### src/rtl/slc3_pkg.sv
// Shared types and encodings for the SLC-3 control sequencer: state enum,
// opcodes, datapath mux/ALU select codes and the wait-counter width.
package slc3_pkg;

    typedef enum logic [4:0] {
        HALTED, FETCH, RD_WAIT, RD_LATCH, IR_LOAD, DECODE, EXE_ALU,
        BR_TEST, BR_TAKE, LDR_ADDR, LDR_WB, STR_ADDR, STR_DATA, STR_WR,
        JSR_LINK, JSR_OFF, JSRR, JMP, PAUSE1, PAUSE2
    } state_t;

    localparam logic [3:0] OP_BR    = 4'b0000;
    localparam logic [3:0] OP_ADD   = 4'b0001;
    localparam logic [3:0] OP_JSR   = 4'b0100;
    localparam logic [3:0] OP_AND   = 4'b0101;
    localparam logic [3:0] OP_LDR   = 4'b0110;
    localparam logic [3:0] OP_STR   = 4'b0111;
    localparam logic [3:0] OP_NOT   = 4'b1001;
    localparam logic [3:0] OP_JMP   = 4'b1100;
    localparam logic [3:0] OP_PAUSE = 4'b1101;

    localparam logic [1:0] ALUK_ADD  = 2'b00;
    localparam logic [1:0] ALUK_AND  = 2'b01;
    localparam logic [1:0] ALUK_NOT  = 2'b10;
    localparam logic [1:0] ALUK_PASS = 2'b11;

    localparam logic [1:0] PCMUX_INC   = 2'b00;
    localparam logic [1:0] PCMUX_ADDER = 2'b01;
    localparam logic [1:0] PCMUX_BUS   = 2'b10;

    localparam logic [1:0] A2_ZERO  = 2'b00;
    localparam logic [1:0] A2_OFF6  = 2'b01;
    localparam logic [1:0] A2_OFF9  = 2'b10;
    localparam logic [1:0] A2_OFF11 = 2'b11;

    localparam int WAIT_W = $clog2(16);

endpackage

### src/rtl/slc3_wait_timer.sv
// Shared down-counter for memory read wait states and store write hold.
// done is high whenever the count has reached zero.
module slc3_wait_timer
    import slc3_pkg::*;
(
    input  logic              clk,
    input  logic              reset,
    input  logic              load,
    input  logic [WAIT_W-1:0] load_val,
    output logic              done
);

    logic [WAIT_W-1:0] cnt_q, cnt_d;

    always_comb begin
        cnt_d = cnt_q;
        if (load)
            cnt_d = load_val;
        else if (cnt_q != '0)
            cnt_d = cnt_q - 1'b1;
    end

    always_ff @(posedge clk) begin
        if (reset)
            cnt_q <= '0;
        else
            cnt_q <= cnt_d;
    end

    assign done = (cnt_q == '0);

endmodule

### src/rtl/slc3_ctrl_fsm.sv
// SLC-3 sequencer/decoder driving datapath loads, gates, mux selects and SRAM
// strobes. Optional macro SLC3_PAUSE_EN adds the PAUSE1/PAUSE2 handshake.
module slc3_ctrl_fsm
    import slc3_pkg::*;
#(
    parameter int unsigned MEM_WAIT = 2,
    parameter int unsigned WR_HOLD  = 3
) (
    input  logic       Clk,
    input  logic       Reset,
    input  logic       Run,
    input  logic       Continue,
    input  logic [3:0] Opcode,
    input  logic       IR_5,
    input  logic       IR_11,
    input  logic       BEN,
    output logic       LD_MAR,
    output logic       LD_MDR,
    output logic       LD_IR,
    output logic       LD_BEN,
    output logic       LD_CC,
    output logic       LD_REG,
    output logic       LD_PC,
    output logic       LD_LED,
    output logic       GatePC,
    output logic       GateMDR,
    output logic       GateALU,
    output logic       GateMARMUX,
    output logic [1:0] PCMUX,
    output logic       DRMUX,
    output logic       SR1MUX,
    output logic       SR2MUX,
    output logic       ADDR1MUX,
    output logic [1:0] ADDR2MUX,
    output logic [1:0] ALUK,
    output logic       Mem_CE,
    output logic       Mem_UB,
    output logic       Mem_LB,
    output logic       Mem_OE,
    output logic       Mem_WE,
    output logic [4:0] state_show
);

    localparam logic [WAIT_W-1:0] RD_LOAD = (MEM_WAIT == 0) ? '0 : WAIT_W'(MEM_WAIT - 1);
    localparam logic [WAIT_W-1:0] WR_LOAD = WAIT_W'(WR_HOLD - 1);

    state_t            state_q, state_d;
    logic              ret_ldr_q, ret_ldr_d;   // read sequence returns to LDR_WB
    logic              t_load, t_done;
    logic [WAIT_W-1:0] t_val;

    slc3_wait_timer u_timer (
        .clk      (Clk),
        .reset    (Reset),
        .load     (t_load),
        .load_val (t_val),
        .done     (t_done)
    );

    always_comb begin
        state_d    = state_q;
        ret_ldr_d  = ret_ldr_q;
        t_load     = 1'b0;
        t_val      = '0;
        LD_MAR     = 1'b0;  LD_MDR  = 1'b0;  LD_IR   = 1'b0;  LD_BEN     = 1'b0;
        LD_CC      = 1'b0;  LD_REG  = 1'b0;  LD_PC   = 1'b0;
        GatePC     = 1'b0;  GateMDR = 1'b0;  GateALU = 1'b0;  GateMARMUX = 1'b0;
        PCMUX      = PCMUX_INC;
        DRMUX      = 1'b0;  SR1MUX  = 1'b0;  SR2MUX  = 1'b0;  ADDR1MUX   = 1'b0;
        ADDR2MUX   = A2_ZERO;
        ALUK       = ALUK_ADD;
        Mem_OE     = 1'b1;
        Mem_WE     = 1'b1;
        case (state_q)
            HALTED: if (Run) state_d = FETCH;
            FETCH: begin
                GatePC = 1'b1; LD_MAR = 1'b1; LD_PC = 1'b1; PCMUX = PCMUX_INC;
                ret_ldr_d = 1'b0;
                if (MEM_WAIT == 0) state_d = RD_LATCH;
                else begin state_d = RD_WAIT; t_load = 1'b1; t_val = RD_LOAD; end
            end
            RD_WAIT: begin
                Mem_OE = 1'b0;
                if (t_done) state_d = RD_LATCH;
            end
            RD_LATCH: begin
                Mem_OE = 1'b0; LD_MDR = 1'b1;
                state_d = ret_ldr_q ? LDR_WB : IR_LOAD;
            end
            IR_LOAD: begin
                GateMDR = 1'b1; LD_IR = 1'b1; state_d = DECODE;
            end
            DECODE: begin
                LD_BEN = 1'b1;
                case (Opcode)
                    OP_ADD, OP_AND, OP_NOT: state_d = EXE_ALU;
                    OP_BR:  state_d = BR_TEST;
                    OP_LDR: state_d = LDR_ADDR;
                    OP_STR: state_d = STR_ADDR;
                    OP_JSR: state_d = JSR_LINK;
                    OP_JMP: state_d = JMP;
`ifdef SLC3_PAUSE_EN
                    OP_PAUSE: state_d = PAUSE1;
`endif
                    default: state_d = FETCH;
                endcase
            end
            EXE_ALU: begin
                GateALU = 1'b1; LD_REG = 1'b1; LD_CC = 1'b1;
                case (Opcode)
                    OP_AND:  ALUK = ALUK_AND;
                    OP_NOT:  ALUK = ALUK_NOT;
                    default: ALUK = ALUK_ADD;
                endcase
                SR2MUX  = (Opcode == OP_ADD || Opcode == OP_AND) ? IR_5 : 1'b0;
                state_d = FETCH;
            end
            BR_TEST: state_d = BEN ? BR_TAKE : FETCH;
            BR_TAKE: begin
                ADDR2MUX = A2_OFF9; PCMUX = PCMUX_ADDER; LD_PC = 1'b1; state_d = FETCH;
            end
            LDR_ADDR, STR_ADDR: begin
                ADDR1MUX = 1'b1; ADDR2MUX = A2_OFF6; GateMARMUX = 1'b1; LD_MAR = 1'b1;
                if (state_q == STR_ADDR) state_d = STR_DATA;
                else begin
                    ret_ldr_d = 1'b1;
                    if (MEM_WAIT == 0) state_d = RD_LATCH;
                    else begin state_d = RD_WAIT; t_load = 1'b1; t_val = RD_LOAD; end
                end
            end
            LDR_WB: begin
                GateMDR = 1'b1; LD_REG = 1'b1; LD_CC = 1'b1; state_d = FETCH;
            end
            STR_DATA: begin
                SR1MUX = 1'b1; ALUK = ALUK_PASS; GateALU = 1'b1; LD_MDR = 1'b1;
                t_load = 1'b1; t_val = WR_LOAD; state_d = STR_WR;
            end
            STR_WR: begin
                Mem_WE = 1'b0;
                if (t_done) state_d = FETCH;
            end
            JSR_LINK: begin
                GatePC = 1'b1; DRMUX = 1'b1; LD_REG = 1'b1;
                state_d = IR_11 ? JSR_OFF : JSRR;
            end
            JSR_OFF: begin
                ADDR2MUX = A2_OFF11; PCMUX = PCMUX_ADDER; LD_PC = 1'b1; state_d = FETCH;
            end
            JSRR, JMP: begin
                ADDR1MUX = 1'b1; PCMUX = PCMUX_ADDER; LD_PC = 1'b1; state_d = FETCH;
            end
`ifdef SLC3_PAUSE_EN
            PAUSE1: if (Continue) state_d = PAUSE2;
            PAUSE2: if (!Continue) state_d = FETCH;
`endif
            default: state_d = HALTED;
        endcase
    end

    always_ff @(posedge Clk) begin
        if (Reset) begin
            state_q   <= HALTED;
            ret_ldr_q <= 1'b0;
        end else begin
            state_q   <= state_d;
            ret_ldr_q <= ret_ldr_d;
        end
    end

`ifdef SLC3_PAUSE_EN
    // Marks that PAUSE1 has already shown its LED pulse.
    logic led_done_q, led_done_d;
    assign led_done_d = (state_q == PAUSE1);
    always_ff @(posedge Clk) begin
        if (Reset) led_done_q <= 1'b0;
        else       led_done_q <= led_done_d;
    end
    assign LD_LED = (state_q == PAUSE1) && !led_done_q;
`else
    logic unused_continue;
    assign unused_continue = Continue;
    assign LD_LED = 1'b0;
`endif

    assign Mem_CE     = 1'b0;
    assign Mem_UB     = 1'b0;
    assign Mem_LB     = 1'b0;
    assign state_show = state_q;

endmodule
### config.mk
export PLATFORM = sky130hd
export DESIGN_NAME = slc3_ctrl_fsm
export DESIGN_NICKNAME = d
export VERILOG_FILES = /design/src/rtl/slc3_pkg.sv /design/src/rtl/slc3_wait_timer.sv /design/src/rtl/slc3_ctrl_fsm.sv
export SDC_FILE = /design/constraint.sdc
export NUM_CORES = 1
export LEC_CHECK = 0
export BUFFER_PORTS_ARGS = -buffer_cell sky130_fd_sc_hd__buf_2
export CORE_AREA = 10 10 58 60
export CTS_CLUSTER_DIAMETER = 60
export DETAILED_ROUTE_END_ITERATION = 10
export DIE_AREA = 0 0 68 70
export GPL_ROUTABILITY_DRIVEN = 1
export PLACE_DENSITY = 0.77
export SLEW_MARGIN = 20
export SYNTH_ARGS = -nofsm -noshare
export SYNTH_HDL_FRONTEND = slang
export SYNTH_HIERARCHICAL = 1
export SYNTH_SLANG_ARGS = --single-unit
export TNS_END_PERCENT = 100
### constraint.sdc
create_clock -name Clk -period 2.75 [get_ports Clk]
set_clock_uncertainty 0.2 [all_clocks]
set_input_delay 0.275 -clock Clk [delete_from_list [all_inputs] [get_ports Clk]]
set_output_delay 0.275 -clock Clk [all_outputs]
set_load 0.01 [all_outputs]
==> results of run 1 <==
[worst max-delay path, stage by stage, from the launching register on]
cell	delay, ns
dfxtp_1	0.42
or3b_4	0.45
or4_4	0.45
o31ai_2	0.18
buf_2	0.16
[routing by layer]
metal,part of all wire,track usage,up-vias
met2,0.51,0.214,45
met5,0,0,-
li1,-,-,587
met4,0.013,0.0447,0
met1,0.40,0.149,556
met3,0.076,0.0399,4
[how the worst min path moves through the flow]
stage,from,endpoint,depth (start not counted)
global route,Reset,state_show[4],2
CTS,Reset,state_show[4],2
finish,Reset,state_show[1],2
floorplan,Reset,state_show[1],1
global placement,ret_ldr_q,ret_ldr_q,2
detailed placement,ret_ldr_q,ret_ldr_q,2
[cells by family (layout without fill, tap and decap cells)]
kind of cell / count (synthesis) / count (layout) / share of synthesized area
and+or+nand+nor: 66 / 66 / 0.371
AOI/OAI and AO/OA: 37 / 37 / 0.234
buffers and inverters: 25 / 55 / 0.119
DFF: 10 / 10 / 0.195
muxes: 4 / 4 / 0.0401
xor gates and xnor gates: 3 / 3 / 0.0256
adders and majority gates: 1 / 1 / 0.0122
other: 1 / 7 / 0.00365
[state kept, by name (all words and copies together) (netlist names)]
| register | flops |
|---|---|
| ret_ldr_q | 1 |
| state_show | 5 |
| u_timer/cnt_q | 4 |
[layout make-up]
class | count | area, um2
Fill cell | 223 | 1080
Clock buffer | 4 | 36.3
Inverter | 9 | 33.8
Tap cell | 30 | 37.5
Sequential cell | 10 | 200
Multi-Input combinational cell | 118 | 728
Timing Repair Buffer | 42 | 225
[stage by stage]
step	hold slack (ns)	power, uW
CTS	0.104	755
global route	0.130	817
global placement	0.339	604
finish	0.113	756
detailed placement	0.366	615
floorplan	0.144	530
[power by group]
part / internal, uW / switching [uW] / leakage (uW)
Combinational: 193 / 207 / 0.000495
Sequential: 178 / 41.7 / 0.0000819
Clock: 80.4 / 56.5 / 0.0000210
[placed cells by master (no fill, tap or decap), drive strengths merged, types with 2 or more instances in the layout]
master / count
nor2: 15
buf: 42
o31ai: 2
a32oi: 2
conb: 7
nand4: 2
clkbuf: 4
mux2i: 3
nor3: 10
nor2b: 6
nand2b: 5
nand2: 10
o22ai: 2
or3: 4
a21oi: 13
xnor2: 2
or2: 3
nor3b: 2
inv: 9
or4: 2
o21ai: 7
a31oi: 2
dfxtp: 10
==> results_dict.tcl, run 1 <==
set metrics [dict create \
    dpl.hpwl_um 2430 \
    final.period_utilization 0.874 \
    routabilityCongestion 0.934 \
    clock-sinks 10 \
    wl_um 3080 \
    h-tree-depth 1 \
    dieWidth_um 68 \
    routedWlPerCell_um 14.5 \
    grt.total_usage 0.129 \
    num_antenna_cells 0 \
    clockBufferDepth 2 \
    route.detailed.drc 0 \
    core_mm2 0.00234 \
    hp-class "input pin to flop" \
    synth-main-ff-cell "dfxtp_1" \
    r2r-end "u_timer/cnt_q[3]" \
    clk_latency_ns 0.27 \
    rr_worst_depth 6 \
    ys.warnings.count 6 \
    drive_above_1_share 0.317 \
    grt_pass1_wl_um 5110 \
    ant_nets 0 \
    critPathCapture "ALUK[1]" \
    synthTopCellsByCount "nor2_1 (15), a21oi_1 (13), dfxtp_1 (10), nand2_1 (10), inv_1 (9)" \
    synth_area_per_cell_um2 7.00 \
    portBuffers 36 \
    syn_to_final_growth_pct 22.6 \
    drt_pass1_iterations 4 \
    pre_cts_ws_ns 0.563 \
    fp.dieH_um 70 \
    fin_cells 213 \
    synth_top_cell_by_area "dfxtp_1" \
    synth_top_area_frac 0.195 \
    grt_max_degree 27 \
    synth.most_common_cell "nor2_1" \
    via_per_inst 5.60 \
    ir_drop_mv 0.313 \
    drv_slew 0 \
    path_clk_slew_ns 0.07 \
    finalSetupViolCount 0 \
    place_area_mm2 0.00122 \
    die_area_mm2 0.00476 \
    final_nets 196 \
    hold_buffers 0 \
    async_reset_ff_frac 0 \
    maxCapViolCount 0 \
    rr_startpoint "state_show[1]" \
    synthDistinctLibCells 50 \
    start_util 0.439 \
    worstPathRequired_ns 2.28 \
    cp-startpoint "state_show[0]" \
    layout_setup_ws_ns 0.347 \
    post_cts_resized 0 \
    hold_violations 0 \
    grt_pass1_vias 1159 \
    fin_crit_ns 2.40 \
    cp-start-kind "flop" \
    run_status "finished, final reports clean" \
    cts_setup_buffers 0 \
    criticalPathCategory "flop to output pin" \
    netlist_area_mm2 0.00103 \
    ys_ff_latch 10 \
    fmax_mhz 416 \
    regToRegSetupSlack_ns 0.52 \
    netlist_top_cells_area "dfxtp_1 (19%), a21oi_1 (6.3%), nor2_1 (5.5%)" \
    drtIter0Drc 33 \
    antenna_found_initial 0 \
    via_count 1192 \
    cts_tree "done" \
    end_kind "output pin" \
    cts_root_buf "clkbuf_4" \
    grt-ovfl-total 0 \
    io_pins 43 \
    final_core_util 0.538 \
    synth-edff-count 0 \
    power.density_mw_per_mm2 599 \
    post-place-cells 209 \
    ys_seq_area_frac 0.195 \
    leakage_uw 0.000598 \
    finalSetupTns_ns 0 \
    fin_area_mm2 0.00126 \
    critical_path_arrival_ns 1.93 \
    cts_buffers 3 \
    rows 18 \
    rsz0062_at_grt "false" \
    crit_path_max_fanout 12 \
    syn_inst 147 \
]
No activity file was read; power rests on OpenSTA's default activity.
==> inputs of run 2 (changes only) <==
--- a/config.mk
+++ b/config.mk
@@ -5,13 +5,14 @@
 export SDC_FILE = /design/constraint.sdc
 export NUM_CORES = 1
 export LEC_CHECK = 0
+export ABC_AREA = 1
 export BUFFER_PORTS_ARGS = -buffer_cell sky130_fd_sc_hd__buf_2
 export CORE_AREA = 10 10 58 60
 export CTS_CLUSTER_DIAMETER = 60
 export DETAILED_ROUTE_END_ITERATION = 10
 export DIE_AREA = 0 0 68 70
 export GPL_ROUTABILITY_DRIVEN = 1
-export PLACE_DENSITY = 0.77
+export PLACE_DENSITY = 0.76
 export SLEW_MARGIN = 20
 export SYNTH_ARGS = -nofsm -noshare
 export SYNTH_HDL_FRONTEND = slang
==> results_dict.tcl, run 2 <==
set metrics [dict create \
    path_buf_inv 2 \
    ant_nets 0 \
    critical_path_arrival_ns 1.70 \
    cts_root_buf "clkbuf_4" \
    dpl.hpwl_um 2380 \
    syn_inst 177 \
    rr_worst_depth 9 \
    synth_compound_area_frac 0.0968 \
    hold_buffers 0 \
    wl_um 2790 \
    grt.total_usage 0.121 \
    routabilityCongestion 0.916 \
    synth-edff-count 0 \
    synth.most_common_cell "nand2_1" \
    synthDistinctLibCells 24 \
    drv_slew 0 \
    criticalPathCategory "flop to output pin" \
    fin_total_pwr_uw 909 \
    portBuffers 36 \
    ys_seq_area_frac 0.199 \
    cts_tree "done" \
    final_nets 229 \
    core_mm2 0.00234 \
    finalSetupTns_ns 0 \
    r2r-end "u_timer/cnt_q[0]" \
    netlist_top_cells_area "dfxtp_1 (20%), nand2_1 (18%), inv_1 (12%)" \
    critPathCapture "ALUK[0]" \
    cp-start-kind "flop" \
    route.detailed.drc 0 \
    die_area_mm2 0.00476 \
    end_kind "output pin" \
    power.density_mw_per_mm2 740 \
    final_cell_mix "nand2_1 (49), buf_2 (36), inv_1 (31)" \
    critical_path.cell_chain "nand2_1 > inv_1 > nand2_1 > o41ai_1 > buf_2" \
    clock-sinks 10 \
    crit_path_max_fanout 9 \
    finalSetupViolCount 0 \
    drt_pass1_iterations 4 \
    synth_top_family_by_area "simple AND/OR/NAND/NOR gates" \
    fin_area_mm2 0.00123 \
    ys.warnings.count 6 \
    start_util 0.431 \
    syn_to_final_growth_pct 21.8 \
    ir_drop_mv 0.443 \
    place_area_mm2 0.00119 \
    clockBufferDepth 2 \
    path_clk_slew_ns 0.07 \
    synthAdderAreaFrac 0.0124 \
    netlist_area_mm2 0.00101 \
    synthSimpleGateAreaFrac 0.510 \
    ys_ff_latch 10 \
    synth_top_cell_by_area "dfxtp_1" \
    whs_ns 0.0840 \
    via_count 1190 \
    synth-main-ff-cell "dfxtp_1" \
    dieWidth_um 68 \
    via_per_inst 4.84 \
    path_common_cell "nand2_1" \
    clk_latency_ns 0.26 \
    maxCapViolCount 0 \
    cpPeakStageDelay_ns 0.56 \
    cp_top_family "flip-flops" \
    leakage_uw 0.000802 \
    drtIter0Drc 90 \
    synth_top_area_frac 0.199 \
    cts_setup_buffers 0 \
    largest_reg_flops 5 \
    async_reset_ff_frac 0 \
    grt_pass1_vias 1134 \
    hp-class "input pin to flop" \
    fin_crit_ns 2.18 \
    fp.dieH_um 70 \
    final_core_util 0.525 \
    grt_pass1_wl_um 4880 \
    h-tree-depth 1 \
    regToRegSetupSlack_ns 0.80 \
    final_common_cell "nand2_1" \
    antenna_found_initial 0 \
    worstPathRequired_ns 2.28 \
    synth_xor_area_frac 0 \
    post_cts_resized 0 \
    rows 18 \
    synthTopCellsByCount "nand2_1 (49), inv_1 (31), nand3_1 (18)" \
    cts_buffers 3 \
    cpMaxStageDelayCell "dfxtp_1" \
    grt_max_degree 10 \
    num_antenna_cells 0 \
    grt-ovfl-total 0 \
    synth_area_per_cell_um2 5.70 \
    rr_startpoint "state_show[4]" \
    path_depth 5 \
    fmax_mhz 459 \
    io_pins 43 \
    run_status "finished, final reports clean" \
    rsz0062_at_grt "false" \
    cp-startpoint "state_show[2]" \
    routedWlPerCell_um 11.4 \
    hold_violations 0 \
    final.period_utilization 0.792 \
    muxShareOfSynthArea 0 \
    drive_above_1_share 0.255 \
]
run 2: cell types whose count changed after synthesis, sizes merged, moves of 3 or more:
cell	before	now
a21oi	13	9
inv	9	33
buf	13	7
nand4	2	7
mux2i	3	0
nand2b	5	0
nor2	15	21
nand3	1	21
or3	4	0
nor3	10	6
nor2b	6	0
clkbuf	3	0
nand2	10	51
run 2: worst min-delay path by stage:
stage               startpoint            end  slack, ns  depth (start not counted)
floorplan                Reset  state_show[0]       0.14                          1
global placement     ret_ldr_q      ret_ldr_q       0.26                          2
detailed placement   ret_ldr_q      ret_ldr_q       0.27                          2
CTS                      Reset  state_show[0]       0.08                          2
global route             Reset  state_show[0]       0.09                          2
finish                   Reset  state_show[0]       0.08                          2
run 2: cell families after synthesis:
kind of cell / count (synthesis)
and+or+nand+nor: 108
buffers and inverters: 40
other: 1
AOI/OAI and AO/OA: 17
adders and majority gates: 1
DFF: 10
run 2: final cells by class:
class	count	area [um2]
Sequential cell	10	200
Timing Repair Buffer	36	180
Tap cell	30	37.5
Multi-Input combinational cell	133	651
Fill cell	270	1110
Inverter	33	124
Clock buffer	4	36.3
run 2: power breakdown:
| part | switching (uW) | internal [uW] | total [uW] |
|---|---|---|---|
| sequential | 48.0 | 187 | 235 |
| clock | 50.6 | 80.4 | 131 |
| combinational | 352 | 191 | 543 |
run 2: metal layers:
metal,GRT usage,up-vias,part of all wire
met1,0.147,502,0.42
li1,-,630,-
met3,0.0335,8,0.11
met2,0.194,50,0.46
met5,0,-,0
met4,0.0447,0,0.0068
run 2: metrics by stage:
step / std cells / setup WS, ns
2_1_floorplan: 183 / 0.924
3_3_place_gp: 242 / 0.828
3_5_place_dp: 242 / 0.812
4_1_cts: 246 / 0.608
5_1_grt: 246 / 0.511
6_report: 246 / 0.572
run 2: worst reg2reg max path: stages, from the launching register on:
cell and delay [ns]:
dfxtp_1 0.56, inv_1 0.23, nand3_1 0.15, nor2_2 0.06
inv_2 0.11, nand2_1 0.14, inv_2 0.13, nand3_2 0.11
nand2_1 0.09, a21oi_1 0.05
==> inputs of run 3 (changes only) <==
==> constraint.sdc (replaced) <==
create_clock -name Clk -period 2.01 [get_ports Clk]
set_clock_uncertainty 0.2 [all_clocks]
set_input_delay 0.201 -clock Clk [delete_from_list [all_inputs] [get_ports Clk]]
set_output_delay 0.201 -clock Clk [all_outputs]
set_load 0.01 [all_outputs]
==> results_dict.tcl, run 3 (synthesis results as in run 2) <==
set metrics [dict create \
    run_status "finished, final reports clean" \
    end_kind "output pin" \
    cts_tree "done" \
    clock-sinks 10 \
    power.density_mw_per_mm2 970 \
    maxCapViolCount 0 \
    place_area_mm2 0.00122 \
    regArea_um2 204 \
    via_per_inst 4.76 \
    cpMaxStageDelayCell "dfxtp_1" \
    post-place-cells 246 \
    final_nets 233 \
    grt-ovfl-total 0 \
    syn_to_final_growth_pct 25.4 \
    hold_violations 0 \
    drtIter0Drc 97 \
    grt.total_usage 0.120 \
    fin_total_pwr_uw 1230 \
    criticalPathCategory "flop to output pin" \
    critical_path_arrival_ns 1.48 \
    largest_reg_flops 5 \
    core_mm2 0.00234 \
    cts_buffers 3 \
    num_antenna_cells 0 \
    route.detailed.drc 0 \
    path_clk_slew_ns 0.06 \
    cpPeakStageDelay_ns 0.35 \
    leakage_uw 0.000812 \
    dpl.hpwl_um 2380 \
    portBuffers 36 \
    grt_pass1_vias 1110 \
    drv_slew 0 \
    fillers 273 \
    cp-start-kind "flop" \
    rr_worst_depth 8 \
    dieWidth_um 68 \
    holdPathStages 2 \
    multi_input_area_um2 667 \
    antenna_found_initial 0 \
    finalSetupViolCount 0 \
    fin_crit_ns 1.88 \
    critical_path.cell_chain "inv_1 > nand2_1 > nor2_4 > nand2_2 > o41ai_1 > buf_2" \
    fin_area_mm2 0.00126 \
    fin_cells 249 \
    finalSetupTns_ns 0 \
    hp-class "input pin to flop" \
    via_count 1184 \
    clockBufferDepth 2 \
    start_util 0.431 \
    layout_setup_ws_ns 0.133 \
    final_common_cell "nand2_1" \
    ir_drop_mv 0.548 \
    pre_cts_ws_ns 0.282 \
    drt_pass1_iterations 5 \
    cts_setup_buffers 0 \
    cts_root_buf "clkbuf_4" \
    fmax_mhz 533 \
    final.period_utilization 0.934 \
    rows 18 \
    clk_latency_ns 0.26 \
    regToRegSetupSlack_ns 0.26 \
    h-tree-depth 1 \
    wl_um 2810 \
    io_pins 43 \
    ant_nets 0 \
    grt_pass1_wl_um 4810 \
    grt_max_degree 9 \
    die_area_mm2 0.00476 \
    rsz0062_at_grt "false" \
    drive_above_1_share 0.292 \
    final_cell_mix "nand2_1 (47), buf_2 (36), inv_1 (30)" \
    fp.dieH_um 70 \
    routabilityCongestion 0.940 \
    worstPathRequired_ns 1.61 \
    routedWlPerCell_um 11.3 \
    crit_path_max_fanout 5 \
]
-- run 3: cell type report --
class | count | area share
multi-input cells | 133 | 0.527
repair buffers | 40 | 0.166
flip-flops and latches | 10 | 0.161
inverters | 33 | 0.0979
well taps | 30 | 0.0297
clock buffers | 3 | 0.0178
-- run 3: stage by stage --
stage / util / hold slack (ns)
CTS: 0.532 / 0.0110
floorplan: - / 0.0634
finish: 0.540 / 0.0133
global placement: 0.522 / 0.272
global route: 0.540 / 0.0377
detailed placement: 0.522 / 0.283
-- run 3: final timing paths --
path	end	from
max	ALUK[0]	state_show[0]
min	state_show[0]	Reset
max reg2reg	u_timer/cnt_q[3]	state_show[0]
min reg2reg	ret_ldr_q	ret_ldr_q
-- run 3: worst max-delay path, delay by kind of cell, from the launching register on --
kind                   cells  cell delay, ns
buffers and inverters      2            0.30
DFF                        1            0.35
AOI/OAI and AO/OA          1            0.22
and+or+nand+nor            3            0.34
-- run 3: repair_timing --
action / in CTS / in global routing
hold buffers: 0 / 0
gates resized for setup: 0 / 8
endpoints found under the setup margin: 0 / 6
-- run 3: per-layer routing --
layer / wire length, um / GRT usage
met1: 1220 / 0.153
met2: 1310 / 0.188
met3: 252 / 0.0271
met4: 31 / 0.0403
met5: 0 / 0
-- run 3: power by group --
| part | switching [uW] | internal, uW | total [uW] |
|---|---|---|---|
| sequential | 59.6 | 258 | 318 |
| clock | 59.5 | 68.7 | 128 |
| combinational | 495 | 286 | 781 |
| total | 614 | 613 | 1230 |
